<file path="src/rtl/gat_load_sched.sv">
// Loads the four GAT input BRAMs from one word stream, then streams the feature BRAM back out.
// Writes land 1 cycle after each handshake; readback costs RD_LAT+2 cycles per word and holds out_data until out_ready.
module gat_load_sched #(
   parameter int ADDR_W = 20,
   parameter int LEN_W  = 20,
   parameter int RD_LAT = 2
) (
   input  logic              clk,
   input  logic              rst,
   input  logic              start,
   input  logic [LEN_W-1:0]  len_hdata,
   input  logic [LEN_W-1:0]  len_ninfo,
   input  logic [LEN_W-1:0]  len_wgt,
   input  logic [LEN_W-1:0]  len_subg,
   input  logic [LEN_W-1:0]  len_feat,
   input  logic [31:0]       in_data,
   input  logic              in_valid,
   output logic              in_ready,
   output logic [31:0]       bram_din,
   output logic [ADDR_W-1:0] bram_addra,
   output logic              hdata_ena,
   output logic              hdata_wea,
   output logic              ninfo_ena,
   output logic              ninfo_wea,
   output logic              wgt_ena,
   output logic              wgt_wea,
   output logic              subg_ena,
   output logic              subg_wea,
   output logic              h_data_bram_load_done,
   output logic              h_node_info_bram_load_done,
   output logic              wgt_bram_load_done,
   output logic              subg_load_done,
   input  logic              gat_ready,
   output logic [ADDR_W-1:0] feat_addrb,
   input  logic [31:0]       feat_dout,
   output logic [31:0]       out_data,
   output logic              out_valid,
   input  logic              out_ready,
   output logic              busy,
   output logic              done
);

   typedef enum logic [3:0] {
      IDLE, LD_HDATA, LD_NINFO, LD_WGT, LD_SUBG,
      WAIT_GAT, RD_ISSUE, RD_WAIT, RD_HOLD, DONE
   } state_t;

   localparam int WC_W = (RD_LAT > 1) ? $clog2(RD_LAT) : 1;

   state_t                  state, state_nxt;
   logic [3:0][LEN_W-1:0]   len_in, len_ld;
   logic [LEN_W-1:0]        len_feat_r, len_cur;
   logic [LEN_W-1:0]        wcnt, wcnt_inc, rdcnt, rdcnt_inc;
   logic [WC_W-1:0]         wait_cnt;
   logic [3:0]              nz_in, nz_lat;
   logic [3:0]              load_done, flag_set, wr_en_r;
   logic [2:0]              cur_rg;
   logic                    ld_state, accept, last_beat, start_ok, wait_last, done_r;

   // Region index 4 means "no region left": the loader hands over to WAIT_GAT.
   function automatic logic [2:0] first_nz(input logic [3:0] nz, input logic [2:0] from);
      logic [2:0] r;
      r = 3'd4;
      for (int i = 3; i >= 0; i--)
         if (nz[i] && (3'(i) >= from)) r = 3'(i);
      return r;
   endfunction

   function automatic logic [3:0] skip_mask(input logic [3:0] nz, input logic [2:0] from);
      logic [3:0] m;
      logic [2:0] stop;
      m    = '0;
      stop = first_nz(nz, from);
      for (int i = 0; i < 4; i++)
         if ((3'(i) >= from) && (3'(i) < stop)) m[i] = 1'b1;
      return m;
   endfunction

   function automatic state_t region_state(input logic [2:0] r);
      case (r)
         3'd0:    return LD_HDATA;
         3'd1:    return LD_NINFO;
         3'd2:    return LD_WGT;
         3'd3:    return LD_SUBG;
         default: return WAIT_GAT;
      endcase
   endfunction

   assign len_in = {len_subg, len_wgt, len_ninfo, len_hdata};

   always_comb begin
      for (int i = 0; i < 4; i++) begin
         nz_in[i]  = |len_in[i];
         nz_lat[i] = |len_ld[i];
      end
   end

   always_comb begin
      case (state)
         LD_HDATA: cur_rg = 3'd0;
         LD_NINFO: cur_rg = 3'd1;
         LD_WGT:   cur_rg = 3'd2;
         LD_SUBG:  cur_rg = 3'd3;
         default:  cur_rg = 3'd0;
      endcase
   end

   assign ld_state  = (state == LD_HDATA) || (state == LD_NINFO) ||
                      (state == LD_WGT)   || (state == LD_SUBG);
   assign len_cur   = len_ld[cur_rg[1:0]];
   assign wcnt_inc  = wcnt + 1'b1;
   assign rdcnt_inc = rdcnt + 1'b1;
   assign accept    = in_valid && ld_state;
   assign last_beat = accept && (wcnt_inc == len_cur);
   assign start_ok  = start && ((state == IDLE) || (state == DONE));
   assign wait_last = (wait_cnt == WC_W'(RD_LAT - 1));

   always_ff @(posedge clk) begin
      if (rst) state <= IDLE;
      else     state <= state_nxt;
   end

   always_comb begin
      state_nxt = state;
      flag_set  = '0;
      case (state)
         IDLE, DONE: begin
            if (start) begin
               state_nxt = region_state(first_nz(nz_in, 3'd0));
               flag_set  = skip_mask(nz_in, 3'd0);
            end
         end
         LD_HDATA, LD_NINFO, LD_WGT, LD_SUBG: begin
            // Trailing zero-length regions complete together with this one.
            if (last_beat) begin
               state_nxt = region_state(first_nz(nz_lat, cur_rg + 3'd1));
               flag_set  = (4'b1 << cur_rg[1:0]) | skip_mask(nz_lat, cur_rg + 3'd1);
            end
         end
         WAIT_GAT: begin
            if (gat_ready) state_nxt = (len_feat_r == '0) ? DONE : RD_ISSUE;
         end
         RD_ISSUE: state_nxt = RD_WAIT;
         RD_WAIT: begin
            if (wait_last) state_nxt = RD_HOLD;
         end
         RD_HOLD: begin
            if (out_ready) state_nxt = (rdcnt_inc == len_feat_r) ? DONE : RD_ISSUE;
         end
         default: state_nxt = IDLE;
      endcase
   end

   always_ff @(posedge clk) begin
      if (rst) begin
         len_ld     <= '0;
         len_feat_r <= '0;
         wcnt       <= '0;
         rdcnt      <= '0;
         wait_cnt   <= '0;
         load_done  <= '0;
         wr_en_r    <= '0;
         bram_din   <= '0;
         bram_addra <= '0;
         feat_addrb <= '0;
         out_data   <= '0;
         done_r     <= 1'b0;
      end else begin
         wr_en_r   <= '0;
         load_done <= (start_ok ? 4'b0 : load_done) | flag_set;
         done_r    <= (state_nxt == DONE) && (state != DONE);
         if (start_ok) begin
            len_ld     <= len_in;
            len_feat_r <= len_feat;
            wcnt       <= '0;
            rdcnt      <= '0;
         end
         if (accept) begin
            wr_en_r    <= 4'b1 << cur_rg[1:0];
            bram_din   <= in_data;
            bram_addra <= ADDR_W'(wcnt) << 2;
            wcnt       <= last_beat ? '0 : wcnt_inc;
         end
         if (state == RD_WAIT) wait_cnt <= wait_cnt + 1'b1;
         else                  wait_cnt <= '0;
         if ((state == RD_WAIT) && wait_last) out_data <= feat_dout;
         if ((state == RD_HOLD) && out_ready) rdcnt <= rdcnt_inc;
         // The address is registered on entry so it is already on the port during RD_ISSUE.
         if ((state_nxt == RD_ISSUE) && (state != RD_ISSUE))
            feat_addrb <= ADDR_W'((state == RD_HOLD) ? rdcnt_inc : rdcnt) << 2;
      end
   end

   assign in_ready  = ld_state;
   assign out_valid = (state == RD_HOLD);
   assign busy      = (state != IDLE) && (state != DONE);
   assign done      = done_r;

   assign hdata_ena = wr_en_r[0];
   assign hdata_wea = wr_en_r[0];
   assign ninfo_ena = wr_en_r[1];
   assign ninfo_wea = wr_en_r[1];
   assign wgt_ena   = wr_en_r[2];
   assign wgt_wea   = wr_en_r[2];
   assign subg_ena  = wr_en_r[3];
   assign subg_wea  = wr_en_r[3];

   assign h_data_bram_load_done      = load_done[0];
   assign h_node_info_bram_load_done = load_done[1];
   assign wgt_bram_load_done         = load_done[2];
   assign subg_load_done             = load_done[3];

endmodule

</file>
<file path="config.mk">
export PLATFORM = sky130hd
export DESIGN_NAME = gat_load_sched
export DESIGN_NICKNAME = d
export VERILOG_FILES = /design/src/rtl/gat_load_sched.sv
export SDC_FILE = /design/constraint.sdc
export NUM_CORES = 1
export LEC_CHECK = 0
export CELL_PAD_IN_SITES_DETAIL_PLACEMENT = 0
export CELL_PAD_IN_SITES_GLOBAL_PLACEMENT = 2
export CORE_MARGIN = 3
export CORE_UTILIZATION = 28
export DETAILED_ROUTE_END_ITERATION = 7
export PLACE_DENSITY_LB_ADDON = 0.2
export SLEW_MARGIN = 20
export SYNTH_ARGS = -nofsm -noshare
export SYNTH_HDL_FRONTEND = slang
export SYNTH_SLANG_ARGS = --single-unit
export TNS_END_PERCENT = 20
</file>
<file path="constraint.sdc">
create_clock -name clk -period 3.99 [get_ports clk]
set_input_delay 1.197 -clock clk [delete_from_list [all_inputs] [get_ports clk]]
set_output_delay 1.197 -clock clk [all_outputs]
set_load 0.01 [all_outputs]
</file>
==> out/results.txt <==
status - completed
syn_area_per_cell - 7.53 sq um
Post-CTS Setup Inserts - 0
Critical Path End Type - output pin
Via density - 4.99
Post-DRT Antenna Nets - 0
Critical-path top delay cell - clkdlybuf4s50_1
synthesized instance count - 1631
Req. time, crit path - 2790 ps
Initial DRC Count - 753
worst clock skew - 13.0 ps
Reg2Reg Depth - 10
setup TNS - 0 ps
DP HPWL - 33.3 mm
share of cells above drive strength 1 - 5.94%
worst path cell trace - buf_4, or2_2, a21oi_1, inv_1, clkdlybuf4s50_1
top-count cell post-synth - nand2_1
dominant cells by area after synthesis - dfxtp_1 41%, nand2_1 14%, a21oi_1 8.9%, xnor2_1 3.4%, clkbuf_1 3.2%
clock-pin slew on the worst setup and hold paths - 60 ps
r2r endpoint - wcnt[13]
leakage - 0.00556 uW
worst hold path class - flop to flop
Arr. time, crit path - 2580 ps
Core Region - 43200 sq um
r2r setup slk - 280 ps
Tcrit/Tclk final - 94.7%
setup violators final - 0
gr ovfl total - 0
Critical Path Stages - 5
min Tclk post-route - 3780 ps
number of flops mapped to enable cells by yosys - 0
Synth cell types - 74
Fin. Hold Viols - 0
number of global-route vias before repair - 11900
worst flop-to-flop path startpoint - state[2]
IO Count - 290
Rows - 76
Post-CTS Resized - 0
Via Count - 12300
max_cap viols - 0
gpl congestion - 0.830
hold_ws - 451 ps
Util after Layout - 38.5%
fmax - 0.265 GHz
Routed Wire Length - 45.3 mm
largest net degree at the start of global routing - 109
number of antenna violations at the first check in global routing - 0
Die H - 215 um
area leader, netlist - dfxtp_1
Setup WS post-layout - 210 ps
Num CTS Buffers - 31
top post-synthesis cells by count - 453 x nand2_1, 254 x dfxtp_1, 219 x a21oi_1
Root Buffer - clkbuf_16
Clock Latency Late Sink - 580 ps
Design Area, Final - 16600 sq um
Critical Path Sink - busy
count of clock tree sinks - 254
Synth top area share - 41.4%
Peak VDD IR - 0.000342 V
Critical Path Start - state[1]
DP Worst Slack - -138 ps
Layout area overhead - 35.4%
I/O Buffers - 285
worst path buffer plus inverter count - 3
sequential area share after synthesis - 41.4%
DIE AREA - 46400 sq um
delay-heaviest family, CP - buffers and inverters
worst-margin pin slew - 1010 ps
wire per inst - 18.4 um
Slew HR - 32.6%
hold_buf cts - 0
Netlist Area Pre-Place - 12300 sq um
# DRC - 0
iteration count of the initial detailed-routing pass - 7
CP max stage delay - 510 ps
wire length of the first global-routing pass - 69.5 mm
#FFs+latches synth - 254
Post-DP Area - 15700 sq um
Synth async-reset ratio - 0%
Startpoint Class - flop
gr usage total - 18.7%
number of fill cells in the layout - 4693
RSZ-0062 raised after global routing - no
Starting Density - 28.4%
WS Path Type - flop to output pin
CTS tree - yes
NumNets Final - 2032
Slew Viols, Final - 0
Die Wd - 215 um
P per Cell Area - 371 nW/um^2
Ant. Diodes - 0
Yosys warning total - 0
Clock Path Buffers - 3
Main synth FF type - dfxtp_1
total number of H-tree levels - 1
CP max FO - 11
## worst min-delay path by stage
stage                            start            to  slack, ps  depth (start not counted)
final                      out_data[5]   out_data[5]        450                          2
after floorplan               wait_cnt      wait_cnt        420                          1
after CTS                     wait_cnt      wait_cnt        450                          1
after global routing      bram_din[17]  bram_din[17]        470                          2
after global placement        wait_cnt      wait_cnt        430                          1
after detailed placement      wait_cnt      wait_cnt        440                          1
## kinds of logic after synthesis
group | synth area share [%]
DFF | 41.4
buffers and inverters | 5.12
muxes | 1.48
and+or+nand+nor | 28.3
AOI/OAI and AO/OA | 18.2
other | 0.0305
xor gates and xnor gates | 5.26
adders and majority gates | 0.204
## sequential cells by signal (all words and copies together) (netlist names), 18 cells and up
register / count
wcnt: 20
bram_din: 32
out_data: 32
len_ld: 80
len_feat_r: 20
bram_addra: 18
rdcnt: 20
feat_addrb: 18
## layout by cell type (no fill, tap or decap), drive strengths merged, types with 5 or more instances in the layout
cell type	Yosys	final
nand3b	12	12
clkdlybuf4s50	0	284
a222oi	11	11
nand4	20	20
clkinv	0	7
nor2	90	90
dfxtp	254	254
and2	6	6
nand2	453	453
o21ai	39	39
a21oi	220	220
nand3	44	44
and3	12	12
a311oi	7	7
nor3b	5	5
a31oi	14	14
clkbuf	106	49
or3	13	13
nor3	24	24
nor4	45	45
a22o	12	12
and4	6	6
a21boi	6	6
a211oi	19	19
xnor2	47	47
or4	6	6
inv	10	11
xor2	24	24
buf	29	44
o211ai	6	6
mux2i	17	17
nor2b	8	8
a221oi	6	6
## final cells by class
type	count	area (sq um)	share of cell area (%)
flip-flops and latches	254	5080	30.6
well taps	585	732	4.40
clock inverters	9	55.1	0.331
multi-input cells	1235	6600	39.7
inverters	10	37.5	0.226
clock buffers	49	913	5.49
repair buffers	328	3200	19.3
## report_power, final
part           switching, uW  total [uW]  internal, uW
sequential               104        2730          2630
combinational            401         753           352
clock                   1130        2690          1560
total                   1630        6170          4540
## metal layers
metal	share of wire (%)	vias to the layer above	wire length (um)	GRT usage [%]
met4	2.8	0	1280	5.20
met5	0	-	0	0
met1	47	5787	21100	25.3
li1	-	6135	-	-
met2	46	339	21000	31.6
met3	4.1	62	1880	2.30
## worst min-delay path, cell delays in order, from the launching register on
cell and delay, ps:
dfxtp_1 300, nand2_1 50, a21oi_1 50
## metrics by stage
step / total power, uW / instances
finish: 6170 / 2470
global route: 6440 / 2470
CTS: 6280 / 2470
detailed placement: 3550 / 2412
global placement: 3540 / 2412
floorplan: 3140 / 1634
(Power assumes the default switching activity.)
